===== config.mk =====
export PLATFORM = sky130hd
export DESIGN_NAME = shift_ift_pipe_flat
export DESIGN_NICKNAME = d
export VERILOG_FILES = /design/src/rtl/shift_ift_pkg.sv /design/src/rtl/shift_ift_pipe_if.sv /design/src/rtl/shift_ift_level.sv /design/src/rtl/shift_ift_pipe.sv /design/src/flat_wrapper.sv
export SDC_FILE = /design/constraint.sdc
export NUM_CORES = 1
export LEC_CHECK = 0
export ABC_CLOCK_PERIOD_IN_PS = 2900
export CAP_MARGIN = 20
export CORE_MARGIN = 5
export CORE_UTILIZATION = 40
export DETAILED_ROUTE_END_ITERATION = 6
export GPL_TIMING_DRIVEN = 0
export PLACE_DENSITY = 0.71
export SKIP_LAST_GASP = 1
export SYNTH_ARGS = -nofsm -noshare
export SYNTH_HDL_FRONTEND = slang
export SYNTH_SLANG_ARGS = --single-unit

===== constraint.sdc =====
create_clock -name clk -period 2.9 [get_ports clk]
set_input_delay 0.87 -clock clk [delete_from_list [all_inputs] [get_ports clk]]
set_output_delay 0.87 -clock clk [all_outputs]
set_load 0.05 [all_outputs]

===== src/rtl/shift_ift_pkg.sv =====
// shift_ift_pkg: shift modes, taint label type and helpers for the IFT shift pipe
package shift_ift_pkg;
  localparam int TAINT_W = 32;
  typedef enum logic [1:0] {SHL = 2'b00, SHR = 2'b01, SSHR = 2'b10, ROL = 2'b11} shift_mode_e;
  typedef logic [TAINT_W-1:0] taint_t;
  function automatic taint_t taint_join(taint_t x, taint_t z);
    return x | z;
  endfunction
  // first barrel level owned by stage i when l levels are split over s stages, earlier stages taking the remainder
  function automatic int lvl_lo(int i, int l, int s);
    return i * (l / s) + ((i < l % s) ? i : l % s);
  endfunction
endpackage


===== src/rtl/shift_ift_pipe_if.sv =====
// shift_ift_pipe_if: operand/result handshake bundle for shift_ift_pipe
interface shift_ift_pipe_if #(
  parameter int WIDTH = 8,
  parameter int BW = $clog2(WIDTH) + 1,
  parameter int TW = 32
);
  import shift_ift_pkg::*;
  logic in_valid, in_ready, out_valid, out_ready, taint_seen;
  logic [WIDTH-1:0] a, y;
  logic [BW-1:0] b;
  logic [TW-1:0] a_t, b_t, y_t;
  shift_mode_e mode;
  modport master (output in_valid, a, a_t, b, b_t, mode, out_ready,
                  input in_ready, out_valid, y, y_t, taint_seen);
  modport slave (input in_valid, a, a_t, b, b_t, mode, out_ready,
                 output in_ready, out_valid, y, y_t, taint_seen);
endinterface


===== src/rtl/shift_ift_level.sv =====
// shift_ift_level: one barrel level shifting/rotating by SHAMT when en is set
module shift_ift_level import shift_ift_pkg::*; #(
  parameter int WIDTH = 8,
  parameter int SHAMT = 1
) (
  input  logic [WIDTH-1:0] d,
  input  logic             en,
  input  shift_mode_e      mode,
  output logic [WIDTH-1:0] q
);
  logic [WIDTH-1:0] s;
  always_comb begin
    s = mode == SHL ? d << SHAMT :
        mode == SHR ? d >> SHAMT :
        mode == SSHR ? {{SHAMT{d[WIDTH-1]}}, d[WIDTH-1:SHAMT]} :
        {d[WIDTH-SHAMT-1:0], d[WIDTH-1:WIDTH-SHAMT]};
    q = en ? s : d;
  end
endmodule


===== src/rtl/shift_ift_pipe.sv =====
// shift_ift_pipe: pipelined shifter/rotator with taint propagation and sticky taint monitor.
// Define SHIFT_IFT_PRECISE_EN to clear the label of over-shifted SHL/SHR results whose amount is untainted.
module shift_ift_pipe import shift_ift_pkg::*; #(
  parameter int WIDTH = 8,
  parameter int BW = $clog2(WIDTH) + 1,
  parameter int TW = 32,
  parameter int STAGES = 2
) (
  input logic clk,
  input logic rst,
  shift_ift_pipe_if.slave bus
);
  localparam int L = $clog2(WIDTH);
  logic [STAGES:0] free;
  logic [STAGES-1:0] v, adv, take;
  logic [WIDTH-1:0] d [STAGES], sin [STAGES], nd [STAGES];
  logic [L-1:0] sb [STAGES], sb_in [STAGES];
  shift_mode_e m [STAGES], m_in [STAGES];
  logic [TW-1:0] t [STAGES], st_in [STAGES];
  logic [WIDTH-1:0] ch [L];
  logic [TW-1:0] tj, t_in;
  logic [WIDTH-1:0] a_fix;
  logic over, seen;
  // over-shift is resolved up front so the levels only ever see b mod WIDTH
  assign over = bus.b[BW-1];
  assign a_fix = (over && bus.mode != ROL) ? (bus.mode == SSHR ? {WIDTH{bus.a[WIDTH-1]}} : '0) : bus.a;
  if (TW == TAINT_W) begin : g_join_pkg
    assign tj = taint_join(bus.a_t, bus.b_t);
  end else begin : g_join_wide
    assign tj = bus.a_t | bus.b_t;
  end
`ifdef SHIFT_IFT_PRECISE_EN
  assign t_in = (over && (bus.mode == SHL || bus.mode == SHR) && bus.b_t == '0) ? '0 : tj;
`else
  assign t_in = tj;
`endif
  for (genvar i = 0; i < STAGES; i++) begin : g_stage
    localparam int LO = lvl_lo(i, L, STAGES);
    localparam int HI = lvl_lo(i + 1, L, STAGES);
    assign nd[i] = ch[HI-1];
    if (i == 0) begin : g_head
      assign sin[i] = a_fix;
      assign sb_in[i] = bus.b[L-1:0];
      assign m_in[i] = bus.mode;
      assign st_in[i] = t_in;
    end else begin : g_body
      assign sin[i] = d[i-1];
      assign sb_in[i] = sb[i-1];
      assign m_in[i] = m[i-1];
      assign st_in[i] = t[i-1];
    end
    for (genvar j = LO; j < HI; j++) begin : g_lvl
      if (j == LO) begin : g_first
        shift_ift_level #(.WIDTH(WIDTH), .SHAMT(1 << j)) u_lvl (
          .d(sin[i]), .en(sb_in[i][j]), .mode(m_in[i]), .q(ch[j]));
      end else begin : g_next
        shift_ift_level #(.WIDTH(WIDTH), .SHAMT(1 << j)) u_lvl (
          .d(ch[j-1]), .en(sb_in[i][j]), .mode(m_in[i]), .q(ch[j]));
      end
    end
  end
  // stall chain: a stage moves when the one behind it is free; free ripples back from out_ready
  always_comb begin
    free = '0;
    adv = '0;
    take = '0;
    free[STAGES] = bus.out_ready;
    for (int i = STAGES - 1; i >= 0; i--) begin
      adv[i] = v[i] && free[i+1];
      free[i] = !v[i] || adv[i];
    end
    take[0] = bus.in_valid && free[0];
    for (int i = 1; i < STAGES; i++) take[i] = adv[i-1];
  end
  always_ff @(posedge clk or posedge rst) begin
    if (rst) begin
      v <= '0;
      seen <= 1'b0;
      for (int i = 0; i < STAGES; i++) begin
        d[i] <= '0;
        sb[i] <= '0;
        m[i] <= SHL;
        t[i] <= '0;
      end
    end else begin
      for (int i = 0; i < STAGES; i++) begin
        if (take[i]) begin
          v[i] <= 1'b1;
          d[i] <= nd[i];
          sb[i] <= sb_in[i];
          m[i] <= m_in[i];
          t[i] <= st_in[i];
        end else if (adv[i]) begin
          v[i] <= 1'b0;
        end
      end
      if (v[STAGES-1] && bus.out_ready && |t[STAGES-1]) seen <= 1'b1;
    end
  end
  assign bus.in_ready = free[0];
  assign bus.out_valid = v[STAGES-1];
  assign bus.y = d[STAGES-1];
  assign bus.y_t = t[STAGES-1];
  assign bus.taint_seen = seen;
endmodule


===== src/flat_wrapper.sv =====
// flat-port wrapper written by rule: the top's interface ports become plain ports
module shift_ift_pipe_flat import shift_ift_pkg::*;
#(
  parameter int WIDTH = 8,
  parameter int BW = $clog2(WIDTH) + 1,
  parameter int TW = 32,
  parameter int STAGES = 2
)
  (clk, rst, bus_in_valid, bus_a, bus_a_t, bus_b, bus_b_t, bus_mode, bus_out_ready, bus_in_ready, bus_out_valid, bus_y, bus_y_t, bus_taint_seen);
  shift_ift_pipe_if #(.WIDTH(WIDTH), .BW(BW), .TW(TW)) bus_i ();
  input logic clk;
  input logic rst;
  input wire logic [$bits(bus_i.in_valid)-1:0] bus_in_valid;
  input wire logic [$bits(bus_i.a)-1:0] bus_a;
  input wire logic [$bits(bus_i.a_t)-1:0] bus_a_t;
  input wire logic [$bits(bus_i.b)-1:0] bus_b;
  input wire logic [$bits(bus_i.b_t)-1:0] bus_b_t;
  input wire logic [$bits(bus_i.mode)-1:0] bus_mode;
  input wire logic [$bits(bus_i.out_ready)-1:0] bus_out_ready;
  output wire logic [$bits(bus_i.in_ready)-1:0] bus_in_ready;
  output wire logic [$bits(bus_i.out_valid)-1:0] bus_out_valid;
  output wire logic [$bits(bus_i.y)-1:0] bus_y;
  output wire logic [$bits(bus_i.y_t)-1:0] bus_y_t;
  output wire logic [$bits(bus_i.taint_seen)-1:0] bus_taint_seen;
  assign bus_i.in_valid = bus_in_valid;
  assign bus_i.a = bus_a;
  assign bus_i.a_t = bus_a_t;
  assign bus_i.b = bus_b;
  assign bus_i.b_t = bus_b_t;
  assign bus_i.mode = bus_mode;
  assign bus_i.out_ready = bus_out_ready;
  assign bus_in_ready = bus_i.in_ready;
  assign bus_out_valid = bus_i.out_valid;
  assign bus_y = bus_i.y;
  assign bus_y_t = bus_i.y_t;
  assign bus_taint_seen = bus_i.taint_seen;
  shift_ift_pipe #(.WIDTH(WIDTH), .BW(BW), .TW(TW), .STAGES(STAGES)) u_core (.clk(clk), .rst(rst), .bus(bus_i));
endmodule

==> flow_metrics.env <==
export IMPL_cpPeakStageDelay_ns=0.49
export IMPL_synth_flop_cell="dfrtp_1"
export IMPL_async_flop_share_pct=100
export IMPL_worst_hold_slack_ns=0.469
export IMPL_post_cts_buffers=0
export IMPL_fp_dieH_um=113
export IMPL_syn_area_um2=4270
export IMPL_dp_cells=694
export IMPL_ant_nets=0
export IMPL_yosysWarnings=0
export IMPL_path_buf_inv=2
export IMPL_met3_usage_pct=3.85
export IMPL_rr_worst_depth=6
export IMPL_avgSynthCellArea_um2=9.81
export IMPL_wl_per_cell_um=16.6
export IMPL_fmaxAchievable_mhz=364
export IMPL_r2r_start="u_core.v[1]"
export IMPL_endpoint_kind="output port"
export IMPL_drtIter0Drc=162
export IMPL_synth_top_area_share_pct=50.5
export IMPL_hold_start="u_core.st_in[17]"
export IMPL_ys_types=54
export IMPL_stdcell_count=709
export IMPL_cp_top_family="buffers and inverters"
export IMPL_vias=3675
export IMPL_antenna_found_initial=0
export IMPL_die_area_um2=12800
export IMPL_drv_slew=0
export IMPL_intPower_w=0.00254
export IMPL_crit_fanout=5
export IMPL_crit_chain="clkdlybuf4s50_1 > nand3b_1 > buf_2"
export IMPL_setup_viol=0
export IMPL_grt_use_total_pct=18.6
export IMPL_viasPerCell=5.18
export IMPL_htreeDepth=3
export IMPL_grt_busiest_layer="met2"
export IMPL_clk_insertion_delay_late_ns=0.36
export IMPL_crit_type="in2out"
export IMPL_slowest_stage="clkdlybuf4s50_1"
export IMPL_r2r_end="u_core.d[8]"
export IMPL_final_area_um2=5900
export IMPL_p_per_area_nw_per_um2=687
export IMPL_drc=0
export IMPL_ys_top_cells_by_count="nand2_1, dfrtp_1, o21ai_0, mux2_2, a21oi_1"
export IMPL_comb_power_share_pct=37.8
export IMPL_core_region_area_um2=10400
export IMPL_ios=125
export IMPL_start_util_pct=41.1
export IMPL_dpl_cell_area_um2=5690
export IMPL_clk_pin_slew_worst_paths_ns=0.10
export IMPL_grt_setup_unrepaired="false"
export IMPL_hp_class="reg2reg"
export IMPL_switching_share_pct=37.4
export IMPL_seq_power_share_pct=39.7
export IMPL_hpwl_um=9280
export IMPL_fin_nets=651
export IMPL_die_x_um=113
export IMPL_grt_max_degree=45
export IMPL_fin_util_pct=56.9
export IMPL_finClkSkew_ns=0.0203
export IMPL_timing_final_crit_share_pct=94.8
export IMPL_yosys_cell_count_top_type="nand2_1"
export IMPL_grt_pass1_wl_um=19200
export IMPL_slew_headroom_pct=56.5
export IMPL_holdPathEnd="u_core.st_in[17]"
export IMPL_yosysTopAreaCell="dfrtp_1"
export IMPL_syn_inst=435
export IMPL_ys_ff_latch=86
export IMPL_syn_num_nets=517
export IMPL_ir_worst_vdd_mv=0.347
export IMPL_synth_edff_count=0
export IMPL_area_growth_pct=38.4
export IMPL_arrival_ns=1.88
export IMPL_cp_required_ns=2.03
export IMPL_final_hold_violation_count=0
export IMPL_r2r_setup_slack_ns=1.13
export IMPL_path_depth=3
export IMPL_portBuffers=121
export IMPL_drive_gt1_share_pct=14.8
export IMPL_power_switching_w=0.00152
export IMPL_overflow=0
export IMPL_grt_pass1_vias=3762
export IMPL_drt_wl_total_um=11700
export IMPL_diodes=0
export IMPL_drv_cap=0
export IMPL_synth_area_top_cells="dfrtp_1, mux2_2, nand2_1"
export IMPL_cts_tree="built"
export IMPL_p_leak_nw=2.47
export IMPL_root_buffer="clkbuf_8"
export IMPL_outcome="finished, final reports clean"
export IMPL_use_met1_pct=25.3
export IMPL_cts_sinks=86
export IMPL_ys_seq_area_share_pct=50.5
export IMPL_cts_max_path_buffers=2
export IMPL_rows=37
export IMPL_met2_usage_pct=29.8
export IMPL_min_path_cells=2
export IMPL_dr_pass1_iters=5
export IMPL_critPathLaunch="bus_out_ready"
export IMPL_layout_min_cycle_time_ns=2.75
export IMPL_crit_path_start_kind="input port"
export IMPL_numCtsBuffers=9
export IMPL_tightest_slew_ns=0.650
export IMPL_place_gp_congestion=0.876
export IMPL_fillers=958
export IMPL_pwr_share_clk_pct=22.4
timing repair:
item | 4_1_cts | 5_1_grt
gates cloned | 0 | 0
endpoints found under the setup margin | 1 | 1
hold buffers | 0 | 0
gates resized for setup | 3 | 2
placed cells by master (no fill, tap or decap), types with 9 or more instances in the layout:
master           count
a21oi_1             24
buf_2                9
buf_4               11
clkbuf_1            10
clkbuf_8             9
clkdlybuf4s50_1    120
dfrtp_1             86
mux2_2              32
nand2_1             92
nand2b_1             9
nor2_1              11
nor4_1               9
o21ai_0             46
o21ai_1             12
routing by layer:
| layer | wire length [um] | vias up |
|---|---|---|
| met3 | 782 | 14 |
| met2 | 5560 | 127 |
| met5 | 0 | - |
| li1 | - | 1800 |
| met1 | 5250 | 1734 |
| met4 | 157 | 0 |
final cells by class:
class / instances / area [um2] / share of cell area (%)
inverters: 6 / 26.3 / 0.445
clock buffers: 9 / 124 / 2.10
flip-flops and latches: 86 / 2150 / 36.5
plain buffers: 33 / 205 / 3.48
repair buffers: 123 / 1250 / 21.1
multi-input cells: 310 / 1890 / 31.9
clock inverters: 6 / 92.6 / 1.57
well taps: 136 / 170 / 2.88
power groups by stage:
stage / clock network (W) / registers, W / logic, W
after CTS: 0.000935 / 0.00161 / 0.00155
after global placement: 0 / 0.00162 / 0.00152
after detailed placement: 0 / 0.00164 / 0.00154
after global routing: 0.000990 / 0.00165 / 0.00163
after floorplan: 0 / 0.00200 / 0.000585
final: 0.000910 / 0.00161 / 0.00153
worst max-delay path by stage:
stage / end
2_1_floorplan: u_core.d[14]
3_3_place_gp: bus_in_ready
3_5_place_dp: bus_in_ready
4_1_cts: bus_in_ready
5_1_grt: bus_in_ready
6_report: bus_in_ready
per-stage QoR:
stage / power (W) / setup slack, ns / TNS [ns]
after floorplan: 0.00259 / 0.505 / 0
after global placement: 0.00314 / -0.407 / -0.407
after detailed placement: 0.00318 / -0.409 / -0.409
after CTS: 0.00409 / 0.0280 / 0
after global routing: 0.00426 / 0.0850 / 0
final: 0.00405 / 0.152 / 0
worst reg2reg max path: cells and delay by family (launching register included):
kind	cells	cell delay, ns
AOI/OAI and AO/OA	2	0.35
buffers and inverters	2	0.60
DFF	1	0.43
and+or+nand+nor	2	0.32
registers in the layout, indices dropped and copies added, names as in the netlist:
register	flops
u_core.bus.taint_seen	1
u_core.bus.y	8
u_core.m	2
u_core.sb	1
u_core.bus.y_t	32
u_core.st_in	32
u_core.d	8
u_core.v	2
logic make-up (layout without fill, tap and decap cells):
family / count (synthesis) / count (layout) / synth area share [%]
simple gates: 152 / 152 / 16.6
mux: 34 / 34 / 9.21
compound gates: 123 / 123 / 18.2
flops: 86 / 86 / 50.5
buf+inv: 39 / 177 / 5.34
xor+xnor: 1 / 1 / 0.205
No activity file was read; power rests on OpenSTA's default activity.
